===== src/rtl/img2col_pkg.sv =====
// Shared types and constants for the im2col patch reader.
// Element width and RAM address width default to 16 and 8 when the build does not define them.
`ifndef DATA_WIDTH
`define DATA_WIDTH 16
`endif
`ifndef ADDR_SIZE
`define ADDR_SIZE 8
`endif

package img2col_pkg;

    localparam int FIFO_DEPTH = 2;

    typedef enum logic [1:0] {
        IDLE,
        ISSUE,
        DRAIN
    } state_t;

    typedef struct packed {
        logic patch_last;
        logic frame_last;
    } tag_t;

endpackage


===== src/rtl/img2col_patch_reader_if.sv =====
// Output element stream of the patch reader (valid/ready with patch/frame tags).
`ifndef DATA_WIDTH
`define DATA_WIDTH 16
`endif

interface img2col_patch_reader_if #(
    parameter int DATA_WIDTH = `DATA_WIDTH
) ();
    logic                  m_valid;
    logic                  m_ready;
    logic [DATA_WIDTH-1:0] m_data;
    logic                  m_patch_last;
    logic                  m_frame_last;

    modport master (output m_valid, m_data, m_patch_last, m_frame_last, input m_ready);
    modport slave  (input m_valid, m_data, m_patch_last, m_frame_last, output m_ready);
endinterface


===== src/rtl/img2col_skid_fifo.sv =====
// Two-entry FIFO with registered head; a push and a pop in the same cycle are both honoured.
module img2col_skid_fifo
    import img2col_pkg::*;
#(
    parameter int WIDTH = 18
) (
    input  logic             clk,
    input  logic             rst_n,
    input  logic             push,
    input  logic [WIDTH-1:0] din,
    input  logic             pop,
    output logic [WIDTH-1:0] dout,
    output logic             valid,
    output logic [1:0]       count
);

    logic [WIDTH-1:0] mem [FIFO_DEPTH];
    logic             rd_ptr;
    logic             wr_ptr;
    logic             wr_ok;
    logic             rd_ok;

    assign rd_ok = pop && (count != 2'd0);
    assign wr_ok = push && ((count != 2'(FIFO_DEPTH)) || rd_ok);
    assign dout  = mem[rd_ptr];
    assign valid = (count != 2'd0);

    always_ff @(posedge clk or negedge rst_n) begin
        if (!rst_n) begin
            for (int i = 0; i < FIFO_DEPTH; i++) mem[i] <= '0;
            rd_ptr <= 1'b0;
            wr_ptr <= 1'b0;
            count  <= 2'd0;
        end else begin
            if (wr_ok) begin
                mem[wr_ptr] <= din;
                wr_ptr      <= ~wr_ptr;
            end
            if (rd_ok) rd_ptr <= ~rd_ptr;
            case ({wr_ok, rd_ok})
                2'b10:   count <= count + 2'd1;
                2'b01:   count <= count - 2'd1;
                default: count <= count;
            endcase
        end
    end

endmodule


===== src/rtl/img2col_patch_reader.sv =====
// Walks an HxW tensor in im2col order (KxK window, stride 1, no padding), reading the
// single-port RAM and streaming elements through a credit-protected 2-entry FIFO.
//   state | meaning
//   IDLE  | waiting for start; config latched on start
//   ISSUE | issuing RAM reads while FIFO credit allows
//   DRAIN | all reads issued; waiting for the frame_last handshake
`ifndef DATA_WIDTH
`define DATA_WIDTH 16
`endif
`ifndef ADDR_SIZE
`define ADDR_SIZE 8
`endif

module img2col_patch_reader
    import img2col_pkg::*;
#(
    parameter int DATA_WIDTH = `DATA_WIDTH,
    parameter int ADDR_SIZE  = `ADDR_SIZE,
    parameter int K          = 3,
    parameter int DIM_W      = 8
) (
    input  logic                  clk,
    input  logic                  rst_n,
    input  logic                  start,
    input  logic [ADDR_SIZE-1:0]  cfg_base,
    input  logic [DIM_W-1:0]      cfg_h,
    input  logic [DIM_W-1:0]      cfg_w,
    output logic                  ram_en,
    output logic                  ram_we,
    output logic [ADDR_SIZE-1:0]  ram_addr,
    input  logic [DATA_WIDTH-1:0] ram_dout,
    img2col_patch_reader_if.master m,
    output logic                  busy,
    output logic                  done,
    output logic                  err
);

    localparam int PW = DATA_WIDTH + $bits(tag_t);
    localparam logic [DIM_W-1:0] K_D  = DIM_W'(K);
    localparam logic [DIM_W-1:0] K_M1 = DIM_W'(K - 1);

    state_t               state, state_nx;
    logic [ADDR_SIZE-1:0] base_q, w_a, oy_row, row_off;
    logic [DIM_W-1:0]     oy_max, ox_max, oy, ox, ky, kx;
    logic                 inflight, pop, start_ok, bad_start, last_issue, frame_end;
    logic [2:0]           occupancy;
    logic [1:0]           fifo_count;
    logic [PW-1:0]        head;
    tag_t                 tag_issue, tag_d, head_tag;

    assign start_ok  = (state == IDLE) && start;
    assign bad_start = start_ok && ((cfg_h < K_D) || (cfg_w < K_D));
    assign pop       = m.m_valid && m.m_ready;

    assign tag_issue.patch_last = (ky == K_M1) && (kx == K_M1);
    assign tag_issue.frame_last = tag_issue.patch_last && (oy == oy_max) && (ox == ox_max);

    // Credit: entries held plus the read in flight, minus this cycle's pop, must leave a slot.
    assign occupancy = {1'b0, fifo_count} + {2'b0, inflight};
    assign ram_en    = (state == ISSUE) && (occupancy < (3'd2 + {2'b0, pop}));
    assign ram_we    = 1'b0;
    assign ram_addr  = base_q + row_off + ADDR_SIZE'(ox) + ADDR_SIZE'(kx);

    assign last_issue = ram_en && tag_issue.frame_last;
    assign frame_end  = pop && m.m_frame_last;
    assign busy       = (state != IDLE);

    always_comb begin
        state_nx = state;
        case (state)
            IDLE:    if (start_ok && !bad_start) state_nx = ISSUE;
            ISSUE:   if (last_issue) state_nx = DRAIN;
            DRAIN:   if (frame_end) state_nx = IDLE;
            default: state_nx = IDLE;
        endcase
    end

    always_ff @(posedge clk or negedge rst_n) begin
        if (!rst_n) begin
            state    <= IDLE;
            done     <= 1'b0;
            err      <= 1'b0;
            inflight <= 1'b0;
            tag_d    <= '0;
        end else begin
            state    <= state_nx;
            done     <= bad_start || ((state == DRAIN) && frame_end);
            err      <= bad_start;
            inflight <= ram_en;
            tag_d    <= tag_issue;
        end
    end

    // row_off tracks (oy+ky)*w and oy_row tracks oy*w, so no multiplier is needed.
    always_ff @(posedge clk or negedge rst_n) begin
        if (!rst_n) begin
            base_q  <= '0;
            w_a     <= '0;
            oy_max  <= '0;
            ox_max  <= '0;
            oy      <= '0;
            ox      <= '0;
            ky      <= '0;
            kx      <= '0;
            oy_row  <= '0;
            row_off <= '0;
        end else if (start_ok) begin
            base_q  <= cfg_base;
            w_a     <= ADDR_SIZE'(cfg_w);
            oy_max  <= cfg_h - K_D;
            ox_max  <= cfg_w - K_D;
            oy      <= '0;
            ox      <= '0;
            ky      <= '0;
            kx      <= '0;
            oy_row  <= '0;
            row_off <= '0;
        end else if (ram_en) begin
            if (kx != K_M1) begin
                kx <= kx + DIM_W'(1);
            end else begin
                kx <= '0;
                if (ky != K_M1) begin
                    ky      <= ky + DIM_W'(1);
                    row_off <= row_off + w_a;
                end else begin
                    ky <= '0;
                    if (ox != ox_max) begin
                        ox      <= ox + DIM_W'(1);
                        row_off <= oy_row;
                    end else begin
                        ox      <= '0;
                        oy      <= oy + DIM_W'(1);
                        oy_row  <= oy_row + w_a;
                        row_off <= oy_row + w_a;
                    end
                end
            end
        end
    end

    img2col_skid_fifo #(.WIDTH(PW)) u_fifo (
        .clk   (clk),
        .rst_n (rst_n),
        .push  (inflight),
        .din   ({ram_dout, tag_d}),
        .pop   (pop),
        .dout  (head),
        .valid (m.m_valid),
        .count (fifo_count)
    );

    assign head_tag       = tag_t'(head[$bits(tag_t)-1:0]);
    assign m.m_data       = head[PW-1:$bits(tag_t)];
    assign m.m_patch_last = head_tag.patch_last;
    assign m.m_frame_last = head_tag.frame_last;

endmodule


===== src/flat_wrapper.sv =====
// flat-port wrapper written by rule: the top's interface ports become plain ports
module img2col_patch_reader_flat import img2col_pkg::*;
#(
    parameter int DATA_WIDTH = `DATA_WIDTH,
    parameter int ADDR_SIZE  = `ADDR_SIZE,
    parameter int K          = 3,
    parameter int DIM_W      = 8
)
  (clk, rst_n, start, cfg_base, cfg_h, cfg_w, ram_en, ram_we, ram_addr, ram_dout, busy, done, err, m_m_valid, m_m_data, m_m_patch_last, m_m_frame_last, m_m_ready);
  img2col_patch_reader_if #(.DATA_WIDTH(DATA_WIDTH)) m_i ();
  input  logic clk;
  input  logic rst_n;
  input  logic start;
  input  logic [ADDR_SIZE-1:0] cfg_base;
  input  logic [DIM_W-1:0] cfg_h;
  input  logic [DIM_W-1:0] cfg_w;
  output logic ram_en;
  output logic ram_we;
  output logic [ADDR_SIZE-1:0] ram_addr;
  input  logic [DATA_WIDTH-1:0] ram_dout;
  output logic busy;
  output logic done;
  output logic err;
  output wire logic [$bits(m_i.m_valid)-1:0] m_m_valid;
  output wire logic [$bits(m_i.m_data)-1:0] m_m_data;
  output wire logic [$bits(m_i.m_patch_last)-1:0] m_m_patch_last;
  output wire logic [$bits(m_i.m_frame_last)-1:0] m_m_frame_last;
  input wire logic [$bits(m_i.m_ready)-1:0] m_m_ready;
  assign m_m_valid = m_i.m_valid;
  assign m_m_data = m_i.m_data;
  assign m_m_patch_last = m_i.m_patch_last;
  assign m_m_frame_last = m_i.m_frame_last;
  assign m_i.m_ready = m_m_ready;
  img2col_patch_reader #(.DATA_WIDTH(DATA_WIDTH), .ADDR_SIZE(ADDR_SIZE), .K(K), .DIM_W(DIM_W)) u_core (.clk(clk), .rst_n(rst_n), .start(start), .cfg_base(cfg_base), .cfg_h(cfg_h), .cfg_w(cfg_w), .ram_en(ram_en), .ram_we(ram_we), .ram_addr(ram_addr), .ram_dout(ram_dout), .m(m_i), .busy(busy), .done(done), .err(err));
endmodule

===== config.mk =====
export PLATFORM = sky130hd
export DESIGN_NAME = img2col_patch_reader_flat
export DESIGN_NICKNAME = d
export VERILOG_FILES = /design/src/rtl/img2col_pkg.sv /design/src/rtl/img2col_patch_reader_if.sv /design/src/rtl/img2col_skid_fifo.sv /design/src/rtl/img2col_patch_reader.sv /design/src/flat_wrapper.sv
export SDC_FILE = /design/constraint.sdc
export NUM_CORES = 1
export LEC_CHECK = 0
export BUFFER_PORTS_ARGS = -buffer_cell sky130_fd_sc_hd__buf_2
export CAP_MARGIN = 20
export CORE_MARGIN = 4
export CORE_UTILIZATION = 64
export CTS_CLUSTER_DIAMETER = 150
export DETAILED_ROUTE_END_ITERATION = 10
export PLACE_DENSITY = 0.86
export SYNTH_ARGS = -nofsm -noshare
export SYNTH_HDL_FRONTEND = slang
export SYNTH_SLANG_ARGS = --single-unit

===== constraint.sdc =====
create_clock -name clk -period 4.1 [get_ports clk]
set_input_delay 0 -clock clk [delete_from_list [all_inputs] [get_ports clk]]
set_output_delay 0 -clock clk [all_outputs]
set_load 0.005 [all_outputs]

Yosys cells after proc, flatten, opt, wreduce, memory -nomap -nowiden
Index checks and enable logic that the tools add are counted.

word-level totals
  logic and storage cells = 128
  output and inout port bits = 32
  memories = 0
  RAM bits = 0
  input bits = 44
  memory bits (read-only) = 0
  bits in latches = 0
  register bits after elaboration = 127

cells by class
  multiplexer cells = 37
  magnitude comparators = 6
  bitwise gates (word level) = 4
  reductions and logical operators = 27
  divide/modulo/power cells = 0
  add/subtract/negate cells = 15
  multiply operators = 0
  eq/ne operators = 18
  shifts and indexed selects = 0

operators with widths
  cell                   number
  $mux W8                26
  $mux W18               4
  $add A8 B8 Y8          5
  $bwmux W36             1
  $add A8 B1 Y8 const B  4
  $demux W18 S1          1
  $eq A8 B2 Y1 const B   2
  $eq A8 B8 Y1           2
  $lt A8 B2 Y1 const B   2
  $ne A8 B2 Y1 const B   2
  $sub A8 B2 Y8 const B  2
  $logic_and A1 B1 Y1    14
  $ne A2 B1 Y1 const B   5
  $ne A8 B8 Y1           1
  $reduce_bool A2 Y1     4
  $mux W2                3
  $pmux W2 S3            1
  $reduce_and A3 Y1      2
  $eq A2 B1 Y1 const B   2
  $eq A2 B2 Y1 const B   2
  $ge A2 B2 Y1 const B   2
  $ne A2 B2 Y1 const B   2
  $not A1 Y2             2
  $pmux W2 S2            1
  12 further kinds       15

Logic depth before layout (Yosys ltp)
Gate-level depths: netlist (run 1).

  depth after elaboration = 8
  mapped depth = 13
  mapped depth without buffers = 13

By module
Synthesis (run 1) repeated with hierarchy kept, for this count alone.

unflattened totals
  cells, all modules = 697
  area total of the unflattened synthesis = 7275.7 µm²

modules (own cells, without submodules)
  module                area each (µm²)  instances  seq. area each (µm²)  cells an instance
  img2col_patch_reader  5512.8           1          2177.1                584
  img2col_skid_fifo     1762.9           1          1001.0                113

Worst setup path before layout (run 1)
Ideal clock, no wire load.

  path kind = register to output
  start point = reg u_core.kx[1]
  end point = out ram_addr[7]
  buffers on the path = 0
  cell stages (with the launch flop) = 14
  data arrival time = 2.761 ns
  data required time = 4.100 ns
  setup slack = 1.339 ns
  cell sequence = dfrtp_1 > inv_1 > fa_1 > fa_1 > inv_1 > ha_1 > inv_1 > fa_1 > nor2b_1 > o21ai_0 > a21oi_1 > o21a_1 > nor2_1 > xnor2_1

between the ends
  longest elaborated chain between the ends = 1

ends and longest elaborated chain
  what                    line                         text
  start, declared         img2col_patch_reader.sv:44   logic [DIM_W-1:0] oy_max, ox_max, oy, ox, ky, kx;
  start signal, assigned  img2col_patch_reader.sv:120  kx <= kx + DIM_W'(1);
  $add A8 B8 Y8           img2col_patch_reader.sv:62   assign ram_addr = base_q + row_off + ADDR_SIZE'(ox) + ADDR_SIZE'(kx);
  end, declared           flat_wrapper.sv:19           output logic [ADDR_SIZE-1:0] ram_addr;

Every way passes these cells.

Worst setup path after layout (run 1)
Ends and elaborated chain as after synthesis.

==> run summary, run 1 <==
Max FO, Critical Path: 6
via count: 5904
clk sinks: 127
DP HPWL: 11800 um
kind of cell adding the most delay to the critical path: adder cells
CP endpoint kind: primary output
number of global-route vias before repair: 6169
Hold Path End: u_core.state[0]
Reg area: 3180 um2
Cell Rows: 38
CTS Buffer Depth: 2
RSZ-0062 raised after global routing: false
Multi-input gate area: 3820 um2
Crit Path Category: register to primary output
FF-to-FF Start: u_core.ky[0]
Critical Path RT: 4.10 ns
Clock Latency Late Sink: 0.42 ns
Final Skew: 0.00807 ns
gr usage total: 28.3%
Worst Tran Pin Value: 0.834 ns
Max rail drop VDD: 0.653 mV
buffers added on ports: 74
DRT iter0 DRCs: 421
cts repair resizes: 0
io pins: 76
Setup-failing EPs final: 0
Die W: 115 um
htree depth: 4
Worst Hold Class: primary input to register
Max-Cap Viols: 0
largest net degree at the start of global routing: 86
Antenna Nets Post-Route: 0
post-route clock period utilization: 88.5%
Via density: 5.95
DRT Pass-1 Iters: 5
crit start category: register
Worst path max stage delay: 0.57 ns
post-synth net total: 817
Avg Inst Size Synth: 10.1 um2
share of cells above drive strength 1: 20.8%
FF-to-FF setup slack: 0.97 ns
Layout area overhead: 20.0%
CP cell instances: inv_1 > fa_1 > fa_1 > inv_1 > ha_1 > inv_1 > fa_1 > nor2b_1 > o21ai_0 > a21oi_1 > o21a_1 > nor2_1 > xnor2_1 > buf_2
Final WS setup: 0.471 ns
Placer Congestion: 0.923
hold path start: start
CTS Root Cell: clkbuf_16
GRT Residual Overflow: 0
Power Total: 6.50 mW
total negative slack: 0 ns
met2 Usage GRT: 48.7%
CTS tree: yes
Crit path arrival time: 3.63 ns
met1 GRT Util: 33.8%
number of synthesized register bits: 127
R2R cell count: 8
Starting Density: 66.5%
Final #Nets: 934
fillers: 644
Hold Path Depth: 4
die height: 115 um
end of the worst register-to-register path: u_core.oy[7]
asr flop ratio synth: 100%
highest clock rate: 276 MHz
CTS hold repair buffers: 44
status: completed
Top Usage Layer GRT: met2
mapped cell area: 7340 um2
ant diodes: 0
initial antenna violation count: 0
minimum clock period: 3.63 ns
Max Slew Vio Count: 0
ys flop type: dfrtp_1
Slew headroom: 44.4%
Yosys warning count: 0
Worst-path clk slew: 0.05 ns
critical path buffer and inverter count: 4
Syn Inst Count: 725
DR DRC count: 0
met3 GRT Util: 6.37%
CP max-delay cell: fa_1
TritonCTS buffer count: 17
Avg WL per Cell: 17.8 um
Synth cell types: 62
worst slack, placed: 0.960 ns
Leak: 4.18 nW
die area: 13200 um2
EDFF count, synth: 0
power per cell area: 738 nW/um2
hold_ws: 0.0200 ns
first-pass GRT wire length: 29300 um
final WL: 17700 um
core area: 11000 um2
post-CTS setup buffer count: 0
final hold violations: 0
Seq/Total Area, Yosys: 43.3%
-- power breakdown --
group	total (mW)	switching (mW)	internal, mW
Clock	1.35	0.513	0.833
Sequential	2.07	0.384	1.69
Combinational	3.08	1.61	1.47
Total	6.50	2.51	3.99
-- cells in the mapped netlist (all sizes together), types with 4 or more instances --
master / number / share of area [%]
dfrtp: 127 / 43
nand2: 85 / 4.4
inv: 58 / 3.0
mux2: 55 / 8.4
nor2: 44 / 2.3
o21ai: 38 / 2.7
xnor2: 34 / 4.1
a21oi: 33 / 2.3
ha: 32 / 5.5
xor2: 28 / 3.3
fa: 16 / 4.4
nor3: 16 / 1.1
clkbuf: 15 / 0.77
nand4: 13 / 1.1
buf: 12 / 0.89
nand3: 12 / 0.82
and3: 8 / 0.68
a21o: 7 / 0.72
mux2i: 7 / 0.96
o31ai: 6 / 0.68
a211oi: 5 / 0.51
nor3b: 5 / 0.58
nor4: 5 / 0.72
or4: 5 / 0.51
and2: 4 / 0.34
nor4b: 4 / 0.65
o21a: 4 / 0.41
-- worst max path at each step --
stage,startpoint,end,slack (ns),depth (start not counted)
floorplan,u_core.kx[1],ram_addr[7],1.34,13
global placement,u_core.kx[1],ram_addr[7],1.14,14
detailed placement,u_core.kx[1],ram_addr[7],0.96,14
CTS,u_core.kx[1],ram_addr[7],0.46,14
global route,u_core.kx[1],ram_addr[7],0.33,14
finish,u_core.kx[1],ram_addr[7],0.47,14
-- area by class of cell --
| class | count | area share [%] |
|---|---|---|
| multi-input combinational | 513 | 43.4 |
| tap | 140 | 1.99 |
| sequential | 127 | 36.1 |
| timing repair buffer | 125 | 10.1 |
| clock buffer | 22 | 5.16 |
| clock inverter | 8 | 0.767 |
| inverter | 58 | 2.47 |
-- per-stage QoR --
stage	util, %	std cells	cell area [um2]
after floorplan	-	725	7340
after global routing	79.8	993	8800
after detailed placement	70.8	917	7800
final	79.8	993	8800
after global placement	70.8	917	7800
after CTS	79.5	991	8770
-- worst reg2reg max path, stage by stage, from the launching register on --
cell     delay (ns)
dfrtp_1        0.43
inv_1          0.08
ha_1           0.14
nor4b_2        0.30
and2_1         0.63
nand2_1        0.28
o31a_1         0.49
or4_1          0.54
a21oi_1        0.15
-- logic make-up after synthesis --
logic type	Yosys count	synth area share, %
other cells	1	0.0511
buf+inv	85	4.62
compound gates	124	10.8
flops	127	43.3
mux	62	9.40
simple gates	216	14.5
xor+xnor	62	7.40
fa+ha+maj	48	9.82
-- registers in the layout, summed over array words and instances, names as in the netlist, 2 cells and up --
signal and count:
u_core.kx 8, u_core.row_off 8, u_core.base_q 8, u_core.state 2
u_core.oy_row 8, u_core.oy_max 8, u_core.ox 8, u_core.ox_max 8
u_core.u_fifo.mem 36, u_core.u_fifo.count 2, u_core.ky 8, u_core.oy 8
u_core.w_a 8, u_core.tag_d 2
-- cell usage in the layout, fill, tap and decap left out, types with 16 or more instances in the layout --
master,instances
inv_1,58
nor2_1,44
dlygate4sd3_1,45
a21oi_1,33
mux2_2,55
dfrtp_1,127
fa_1,16
clkbuf_16,17
o21ai_0,36
ha_1,32
nand2_1,84
xnor2_1,34
nor3_1,16
xor2_1,28
buf_2,73
-- metal layers --
metal / part of all wire [%] / vias up
li1: - / 2742
met5: 0 / -
met2: 50 / 264
met3: 6.5 / 57
met1: 40 / 2841
met4: 3.3 / 0
Note: power is estimated with default switching activity, not from simulation.
==> inputs of run 2 (changes only) <==
--- a/config.mk
+++ b/config.mk
@@ -11,7 +11,8 @@
 export CORE_UTILIZATION = 64
 export CTS_CLUSTER_DIAMETER = 150
 export DETAILED_ROUTE_END_ITERATION = 10
-export PLACE_DENSITY = 0.86
+export PLACE_DENSITY = 0.91
+export SLEW_MARGIN = 20
 export SYNTH_ARGS = -nofsm -noshare
 export SYNTH_HDL_FRONTEND = slang
 export SYNTH_SLANG_ARGS = --single-unit
==> run 2 against run 1 <==
Critical path depth did not move. Via count rose by 2.7%. Power rose by 3.6%.
==> run summary, run 2 (synthesis gave the netlist of run 1 again) <==
status: completed
RSZ-0062 raised after global routing: false
Internal: 4.16 mW (+4.1%)
Max rail drop VDD: 0.502 mV (-23%)
Worst Hold Class: primary input to register
Final Skew: 0.00757 ns (-0.000503 ns)
switching share of power: 38.3% (-0.32 points)
Placer Congestion: 0.883 (-4.3%)
max reg flops: 36 (unchanged)
fillers: 612 (-5.0%)
Flop pwr share: 30.9% (-0.9 points)
Die W: 115 um (unchanged)
minimum clock period: 3.50 ns (-0.128 ns)
Antenna Nets Post-Route: 0 (unchanged)
number of global-route vias before repair: 6248 (+1.3%)
highest clock rate: 286 MHz (+3.6%)
CTS hold repair buffers: 42 (-4.5%)
highest-count cells in the layout ignoring fill and taps: dfrtp_1, nand2_1, buf_2
CP endpoint kind: primary output
Starting Density: 66.5% (unchanged)
clock power share: 23.1% (+2.4 points)
hold path start: cfg_h[7]
Layout area overhead: 20.4%
end of the worst register-to-register path: u_core.oy[7]
Max Slew Vio Count: 0 (unchanged)
ant diodes: 0 (unchanged)
dpl cells: 918 (+0.11%)
Via density: 6.12 (+2.9%)
Critical Path RT: 4.10 ns (about the same)
DR DRC count: 0 (unchanged)
FF-to-FF Start: u_core.ky[0]
Max FO, Critical Path: 6 (unchanged)
via count: 6061 (+2.7%)
CTS Buffer Depth: 2 (unchanged)
DRT iter0 DRCs: 534 (+27%)
Leak: 4.20 nW (+0.31%)
die area: 13200 um2 (unchanged)
post-CTS setup buffer count: 0 (unchanged)
Util after Layout: 80.1% (+0.27 points)
GRT Residual Overflow: 0 (unchanged)
CTS tree: yes
worst slack, placed: 1.05 ns (+0.0936 ns)
most common cell after layout, fill and taps aside: dfrtp_1
post-route clock period utilization: 85.4% (-3.1 points)
crit start category: register
Max-Cap Viols: 0 (unchanged)
Multi-input gate area: 3820 um2 (unchanged)
largest net degree at the start of global routing: 57 (-34%)
Gate power share: 46.0% (-1.4 points)
power per cell area: 762 nW/um2 (+3.3%)
Final Non-Filler Cells: 991 (-0.20%)
total negative slack: 0 ns (unchanged)
clk sinks: 127 (unchanged)
Hold Path End: u_core.oy_max[7]
buffers added on ports: 74 (unchanged)
DRT Pass-1 Iters: 6 (+1)
Placed Area: 7810 um2 (about the same)
initial antenna violation count: 0 (unchanged)
final instance area: 8830 um2 (+0.34%)
Hold Path Depth: 3 (-1)
Final #Nets: 931 (-0.32%)
Cell Rows: 38 (unchanged)
Crit path arrival time: 3.50 ns (-0.13 ns)
Avg WL per Cell: 19.0 um (+6.8%)
htree depth: 4 (unchanged)
R2R cell count: 8 (unchanged)
Reg area: 3180 um2 (unchanged)
Crit Path Category: register to primary output
die height: 115 um (unchanged)
final hold violations: 0 (unchanged)
Slew headroom: 42.0% (-2.4 points)
Clock Latency Late Sink: 0.42 ns (about the same)
core area: 11000 um2 (unchanged)
largest reg by FF count: u_core.u_fifo.mem
io pins: 76 (unchanged)
final WL: 18800 um (+6.6%)
first-pass GRT wire length: 31200 um (+6.4%)
TritonCTS buffer count: 17 (unchanged)
CTS Root Cell: clkbuf_16
cts repair resizes: 0 (unchanged)
Power Total: 6.73 mW (+3.6%)
Setup-failing EPs final: 0 (unchanged)
Final WS setup: 0.599 ns (+0.128 ns)
gr usage total: 30.2% (+1.9 points)
sw power: 2.58 mW (+2.8%)
share of cells above drive strength 1: 21.2% (+0.40 points)
Worst-path clk slew: 0.06 ns (about the same)
hold_ws: 0.0200 ns (-0.0000149 ns)
FF-to-FF setup slack: 1.03 ns (+0.06 ns)
DP HPWL: 11800 um (+0.25%)
Worst Tran Pin Value: 0.871 ns (+0.0366 ns)
## run 2: cell types whose count changed in the layout (fill, tap and decap cells not counted), sizes merged
| cell | change |
|---|---|
| bufinv | +3 |
| clkbuf | -3 |
| dlygate4sd3 | -3 |
| clkinvlp | +1 |
## run 2: routing by layer
layer  vias up  part of all wire, %  track usage (%)
li1       2739                    -                -
met1      2953                   40             36.1
met2       297                   50             52.5
met3        72                  7.0             6.79
met4         0                  3.7             13.1
met5         -                    0                0
## run 2: cell type report
cell class / instances / share of cell area, %
multi-input cells: 513 / 43.3
flip-flops and latches: 127 / 36.0
repair buffers: 122 / 9.49
clock buffers: 19 / 4.90
inverters: 58 / 2.46
well taps: 140 / 1.98
clock inverters: 12 / 1.91
## run 2: power by group through the flow
stage | sequential [mW] | clock [mW] | combinational [mW]
2_1_floorplan | 1.92 | 0 | 2.20
3_3_place_gp | 2.03 | 0 | 2.85
3_5_place_dp | 2.08 | 0 | 2.99
4_1_cts | 2.06 | 1.56 | 3.07
5_1_grt | 2.13 | 1.63 | 3.45
6_report | 2.08 | 1.56 | 3.10
## run 2: worst max-delay path, cell delays in order, from the launching register on
cell and delay [ns]:
dfrtp_1 0.44, inv_1 0.11, fa_1 0.57, fa_1 0.42, inv_1 0.07, ha_1 0.16
inv_1 0.05, fa_1 0.39, nor2b_1 0.13, o21ai_0 0.11, a21oi_1 0.23, o21a_1 0.14
nor2_1 0.04, xnor2_1 0.11, buf_2 0.13
## run 2: worst max-delay path by stage
stage	startpoint	end	slack, ns	depth (start not counted)
6_report	u_core.kx[1]	ram_addr[7]	0.60	14
5_1_grt	u_core.kx[1]	ram_addr[7]	0.38	14
4_1_cts	u_core.kx[1]	ram_addr[7]	0.61	14
3_5_place_dp	u_core.ky[0]	u_core.oy[5]	1.05	8
3_3_place_gp	u_core.kx[1]	ram_addr[7]	1.15	14
2_1_floorplan	u_core.kx[1]	ram_addr[7]	1.34	13
